$ cat src/rtl/a2d_spi_resp_pkg.sv
// Shared constants and state type for the A2D SPI responder.
// The frame is 16 bits and the channel number sits in bits 13:11.
package a2d_spi_pkg;

   localparam int FRAME_BITS = 16;
   localparam int CH_MSB     = 13;
   localparam int CH_LSB     = 11;
   localparam int CNT_W      = 5;

   typedef enum logic {IDLE, SHIFT} a2d_state_t;

endpackage

$ cat src/rtl/a2d_spi_resp_sync.sv
// Two-flop synchronizer plus a history flop for one asynchronous SPI pin.
// Produces the synchronized level and single-clk rise/fall strobes.
module spi_sync_edge (
   input  logic clk,
   input  logic rst_n,
   input  logic i_preset,
   input  logic i_async,
   output logic o_level,
   output logic o_rise,
   output logic o_fall
);

   logic r_meta;
   logic r_sync;
   logic r_hist;

   // The reset value comes from a port so idle-high pins do not fake an edge at reset release
   always_ff @(posedge clk or negedge rst_n) begin
      if (!rst_n) begin
         r_meta <= i_preset;
         r_sync <= i_preset;
         r_hist <= i_preset;
      end else begin
         r_meta <= i_async;
         r_sync <= r_meta;
         r_hist <= r_sync;
      end
   end

   assign o_level = r_sync;
   assign o_rise  = r_sync & ~r_hist;
   assign o_fall  = ~r_sync & r_hist;

endmodule

$ cat src/rtl/a2d_spi_resp.sv
// SPI slave modelling an 8-channel A2D: decodes the channel command in each
// frame and returns that channel's conversion during the following frame.
module a2d_spi_resp
   import a2d_spi_pkg::*;
#(
   parameter int DATA_W = 12
) (
   input  logic                  clk,
   input  logic                  rst_n,
   input  logic                  SS_n,
   input  logic                  SCLK,
   input  logic                  MOSI,
   output logic                  MISO,
   input  logic [8*DATA_W-1:0]   chan_val,
   output logic                  cmd_vld,
   output logic [2:0]            cmd_ch,
   output logic                  frm_err
);

   logic w_ssLevel, w_ssRise, w_ssFall;
   logic w_sclkLevel, w_sclkRise, w_sclkFall;
   logic w_mosiLevel, w_mosiRise, w_mosiFall;
   logic w_unusedSync;

   spi_sync_edge u_syncSs (
      .clk      (clk),
      .rst_n    (rst_n),
      .i_preset (1'b1),
      .i_async  (SS_n),
      .o_level  (w_ssLevel),
      .o_rise   (w_ssRise),
      .o_fall   (w_ssFall)
   );

   spi_sync_edge u_syncSclk (
      .clk      (clk),
      .rst_n    (rst_n),
      .i_preset (1'b1),
      .i_async  (SCLK),
      .o_level  (w_sclkLevel),
      .o_rise   (w_sclkRise),
      .o_fall   (w_sclkFall)
   );

   spi_sync_edge u_syncMosi (
      .clk      (clk),
      .rst_n    (rst_n),
      .i_preset (1'b0),
      .i_async  (MOSI),
      .o_level  (w_mosiLevel),
      .o_rise   (w_mosiRise),
      .o_fall   (w_mosiFall)
   );

   assign w_unusedSync = ^{w_sclkLevel, w_mosiRise, w_mosiFall};

   a2d_state_t             r_state;
   a2d_state_t             w_stateNxt;
   logic [CH_MSB:0]        r_rxShft;
   logic [FRAME_BITS-1:0]  r_txShft;
   logic [CNT_W-1:0]       r_bitCnt;
   logic                   r_seenRise;
   logic [DATA_W-1:0]      r_hold;
   logic [1:0]             r_flushCnt;
   logic                   r_armed;
   logic                   w_enter;
   logic                   w_sample;
   logic                   w_shiftTx;
   logic                   w_endOk;
   logic                   w_endErr;
   logic [2:0]             w_rxCh;

   assign w_rxCh = r_rxShft[CH_MSB:CH_LSB];

   always_ff @(posedge clk or negedge rst_n) begin
      if (!rst_n) r_state <= IDLE;
      else        r_state <= w_stateNxt;
   end

   always_comb begin
      w_stateNxt = r_state;
      case (r_state)
         IDLE:    if (r_armed && w_ssFall) w_stateNxt = SHIFT;
         SHIFT:   if (w_ssRise)            w_stateNxt = IDLE;
         default: w_stateNxt = IDLE;
      endcase
   end

   // An SS_n rise takes priority over any SCLK edge seen on the same clk
   always_comb begin
      w_enter   = 1'b0;
      w_sample  = 1'b0;
      w_shiftTx = 1'b0;
      w_endOk   = 1'b0;
      w_endErr  = 1'b0;
      case (r_state)
         IDLE: w_enter = r_armed && w_ssFall;
         SHIFT: begin
            if (w_ssRise) begin
               w_endOk  = (r_bitCnt == CNT_W'(FRAME_BITS));
               w_endErr = (r_bitCnt != CNT_W'(FRAME_BITS));
            end else begin
               w_sample  = w_sclkRise;
               w_shiftTx = w_sclkFall && r_seenRise;
            end
         end
         default: ;
      endcase
   end

   // Frames are only accepted once SS_n has been seen high after the synchronizer flushed its preset
   always_ff @(posedge clk or negedge rst_n) begin
      if (!rst_n) begin
         r_flushCnt <= '0;
         r_armed    <= 1'b0;
      end else begin
         if (r_flushCnt != 2'd2) r_flushCnt <= r_flushCnt + 2'd1;
         if (r_flushCnt == 2'd2 && w_ssLevel) r_armed <= 1'b1;
      end
   end

   // Bit count stops one past a full frame so an overrun still reads as an error
   always_ff @(posedge clk or negedge rst_n) begin
      if (!rst_n) begin
         r_rxShft   <= '0;
         r_txShft   <= '0;
         r_bitCnt   <= '0;
         r_seenRise <= 1'b0;
         r_hold     <= '0;
         cmd_ch     <= '0;
         cmd_vld    <= 1'b0;
         frm_err    <= 1'b0;
      end else begin
         cmd_vld <= w_endOk;
         frm_err <= w_endErr;
         if (w_enter) begin
            r_txShft   <= FRAME_BITS'(r_hold);
            r_bitCnt   <= '0;
            r_seenRise <= 1'b0;
         end
         if (w_sample) begin
            r_rxShft   <= {r_rxShft[CH_MSB-1:0], w_mosiLevel};
            r_seenRise <= 1'b1;
            if (r_bitCnt != CNT_W'(FRAME_BITS + 1)) r_bitCnt <= r_bitCnt + 1'b1;
         end
         if (w_shiftTx) r_txShft <= {r_txShft[FRAME_BITS-2:0], 1'b0};
         if (w_endOk) begin
            cmd_ch <= w_rxCh;
            r_hold <= chan_val[w_rxCh*DATA_W +: DATA_W];
         end
      end
   end

   assign MISO = w_ssLevel ? 1'b0 : r_txShft[FRAME_BITS-1];

endmodule
$ cat config.mk
export PLATFORM = sky130hd
export DESIGN_NAME = a2d_spi_resp
export DESIGN_NICKNAME = d
export VERILOG_FILES = /design/src/rtl/a2d_spi_resp_pkg.sv /design/src/rtl/a2d_spi_resp_sync.sv /design/src/rtl/a2d_spi_resp.sv
export SDC_FILE = /design/constraint.sdc
export NUM_CORES = 1
export LEC_CHECK = 0
export BUFFER_PORTS_ARGS = -buffer_cell sky130_fd_sc_hd__buf_4
export CAP_MARGIN = 20
export CORE_ASPECT_RATIO = 1.4
export CORE_UTILIZATION = 55
export DETAILED_ROUTE_END_ITERATION = 7
export PLACE_DENSITY_LB_ADDON = 0.05
export SYNTH_ARGS = -nofsm -noshare
export SYNTH_HDL_FRONTEND = slang
export SYNTH_SLANG_ARGS = --single-unit
$ cat constraint.sdc
create_clock -name clk -period 3.3 [get_ports clk]
set_input_delay 0.165 -clock clk [delete_from_list [all_inputs] [get_ports clk]]
set_output_delay 0.165 -clock clk [all_outputs]
set_load 0.01 [all_outputs]
==> reports/summary.txt <==
CORE AREA -> 5610 sq um
final-report hold violation count -> 0
DRT Pass-1 Iters -> 4
Final Setup Violations -> 0
Reg power frac -> 52.1%
Mapped Cells -> 268
clock slew at reported path FFs -> 0.07 ns
DRT antenna net count -> 0
DP Area -> 4050 sq um
top post-synthesis cells by area -> dfrtp_1, mux4_2, nand2_1, dfstp_2, mux2i_1
register bit count reported by yosys -> 65
static leakage -> 2.09 nW
GP Congestion -> 0.811
Async SR Flop Fraction -> 100%
Routed WL per cell -> 16.0 um
Hold Crit Class -> in -> reg
Worst-Skew Late Latency -> 0.33 ns
Layout area overhead -> 30.5%
Worst setup SP type -> flop
# diodes -> 0
vias in the first global route -> 2,619
first-pass GRT wire length -> 11,600 um
total chip power -> 0.00187 W
Most used DFF post-synth -> dfrtp_1
Worst setup EP type -> flop
area share of the largest cell type after synthesis -> 45.2%
PostCTS Resize Cnt -> 0
Initial Util -> 58.3%
TritonCTS clock tree -> built
slew margin rel. -> 31.7%
DR vias -> 2,464
# DRC -> 0
clk sinks -> 65
Die Height -> 93.2 um
io pins -> 107
sw frac -> 25.2%
dpl ws -> 1.21 ns
Synth Cell Area -> 3270 sq um
post-route minimum period -> 2.09 ns
syn_area_per_cell -> 12.2 sq um
Max Cap Viol -> 0
Worst Path Required -> 3.56 ns
layout net count -> 478
drt initial violations -> 221
# rows -> 32
H-tree depth reported by CTS -> 3
via/cell ratio -> 5.52
Clock Power Share -> 31.5%
die area -> 6260 sq um
FMAX -> 0.478 GHz
Total GRT Usage -> 25.6%
Cell Count Post-Placement -> 426
GRT overflow -> 0
Filler cells -> 404
final wirelength -> 7130 um
critical path arrival -> 2.35 ns
Clock Path Buffers -> 2
Mapped Nets -> 373
number of synthesized flops with an enable pin -> 0
Synth cell types -> 34
initial antenna violation count -> 0
Worst Path Max Fanout -> 28
post-route non-filler standard cell count -> 446
root buffer cell -> clkbuf_8
fin. max-slew vios -> 0
unrepaired setup endpoints after global routing -> false
Peak VDD IR -> 0.227 mV
setup tns final -> 0 ns
Final Cell Area -> 4260 sq um
dpl hpwl -> 5320 um
Final period util -> 63.3%
total power divided by cell area -> 440 nW/um^2
Switch Pwr -> 0.000472 W
layout cells sized above 1 -> 41.8%
yosys warns -> 0
CTS buffer count -> 9
Comb pwr share -> 16.4%
final worst slack -> 1.21 ns
Seq/Total Area, Yosys -> 50.0%
Die W -> 67.1 um
Int Pwr -> 0.00140 W
crit path kind -> reg -> reg
Yosys top cell by area -> dfrtp_1
status -> finished, final reports clean
largest net degree at the start of global routing -> 66
Clock Skews -> 0.0118 ns
PortBufs -> 106
Worst-Margin Slew -> 1.02 ns
-- metrics by stage --
step,util (%),hold slack (ns)
floorplan,-,-0.131
finish,76.0,0.345
global route,76.0,0.355
CTS,76.0,0.338
global placement,72.2,0.275
detailed placement,72.2,0.276
-- area by class of cell --
cell class / count / area [sq um] / share of cell area, %
repair buffers: 111 / 843 / 19.8
inverters: 5 / 18.8 / 0.440
well taps: 68 / 85.1 / 2.00
clock inverters: 3 / 17.5 / 0.411
multi-input cells: 181 / 1510 / 35.3
flip-flops and latches: 65 / 1630 / 38.3
clock buffers: 13 / 159 / 3.73
-- what timing repair did --
action	CTS	global route
setup buffers	0	0
hold buffers	4	0
hold endpoints to repair	62	0
-- cell families after synthesis --
logic type / synth area share, %
fa+ha+maj: 1.53
compound gates: 9.96
xor+xnor: 0.268
flops: 50.0
mux: 21.1
simple gates: 13.2
buf+inv: 3.91
-- sequential cells by signal, indices dropped and copies added (netlist names), 2 cells and up --
| name | flops |
|---|---|
| r_hold | 12 |
| r_txShft | 16 |
| r_rxShft | 14 |
| r_flushCnt | 2 |
| r_bitCnt | 5 |
| cmd_ch | 3 |
-- routing by layer --
metal / track usage, % / part of all wire, % / up-vias
li1: - / - / 1171
met1: 32.4 / 41 / 1191
met2: 40.3 / 51 / 92
met3: 7.44 / 6.4 / 10
met4: 11.3 / 1.8 / 0
met5: 0 / 0 / -
-- path summary, 6_finish.rpt --
check,slack [ns],cells after the start,start,end
setup / recovery,1.21,7,r_bitCnt[0]$_DFF_PN0_,cmd_ch[1]$_DFFE_PN0P_
hold / removal,0.35,4,chan_val[28],r_hold[4]$_DFFE_PN0P_
setup reg to reg,1.21,7,r_bitCnt[0]$_DFF_PN0_,cmd_ch[1]$_DFFE_PN0P_
hold reg to reg,0.36,0,u_syncMosi.r_meta$_DFF_PN0_,u_syncMosi.o_level$_DFF_PN0_
max in group asynchronous,2.34,2,rst_n,r_txShft[9]$_DFFE_PN0P_
min in group asynchronous,0.46,2,rst_n,r_rxShft[2]$_DFFE_PN0P_
-- cell usage after synthesis (all sizes together) (2+ instances only) --
master / number
inv: 5
clkbuf: 4
a22o: 15
a21o: 12
nand4b: 2
nand2: 76
mux4: 24
nand4: 2
a211oi: 2
mux2i: 15
dfrtp: 59
o21ai: 13
nor2: 3
dfstp: 6
ha: 4
buf: 13
-- layout by cell type, fill, tap and decap left out, drive strengths merged --
| cell | Yosys | routed |
|---|---|---|
| clkinv | 0 | 2 |
| a31o | 1 | 1 |
| nand4b | 2 | 2 |
| mux4 | 24 | 24 |
| dlygate4sd3 | 0 | 4 |
| a21oi | 1 | 1 |
| nor2b | 1 | 1 |
| nor4b | 1 | 1 |
| nor2 | 3 | 3 |
| nand4 | 2 | 2 |
| xnor2 | 1 | 1 |
| nand3b | 1 | 1 |
| a22o | 15 | 15 |
| nand2 | 76 | 76 |
| dfrtp | 59 | 59 |
| and4b | 1 | 1 |
| or2 | 1 | 1 |
| a41o | 1 | 1 |
| dfstp | 6 | 6 |
| clkbuf | 4 | 13 |
| and2b | 1 | 1 |
| a21o | 12 | 12 |
| o21ai | 13 | 13 |
| nand3 | 1 | 1 |
| clkinvlp | 0 | 1 |
| inv | 5 | 5 |
| and4bb | 1 | 1 |
| a211oi | 2 | 2 |
| or2b | 1 | 1 |
| ha | 4 | 4 |
| buf | 13 | 107 |
| mux2i | 15 | 15 |
-- power groups by stage --
| stage | logic, W | registers, W | clock network [W] |
|---|---|---|---|
| after detailed placement | 0.000304 | 0.000987 | 0 |
| after global placement | 0.000287 | 0.000985 | 0 |
| after floorplan | 0.000175 | 0.000967 | 0 |
| after CTS | 0.000311 | 0.000976 | 0.000604 |
| final | 0.000306 | 0.000977 | 0.000591 |
| after global routing | 0.000342 | 0.000990 | 0.000647 |
-- critical path, cell delays in order (launching register included) --
cell	delay, ns
dfrtp_1	0.44
inv_1	0.08
ha_1	0.14
and4bb_2	0.24
nand3_1	0.61
inv_1	0.34
nand2_1	0.08
nand2_1	0.09
No activity file was read; power rests on OpenSTA's default activity.
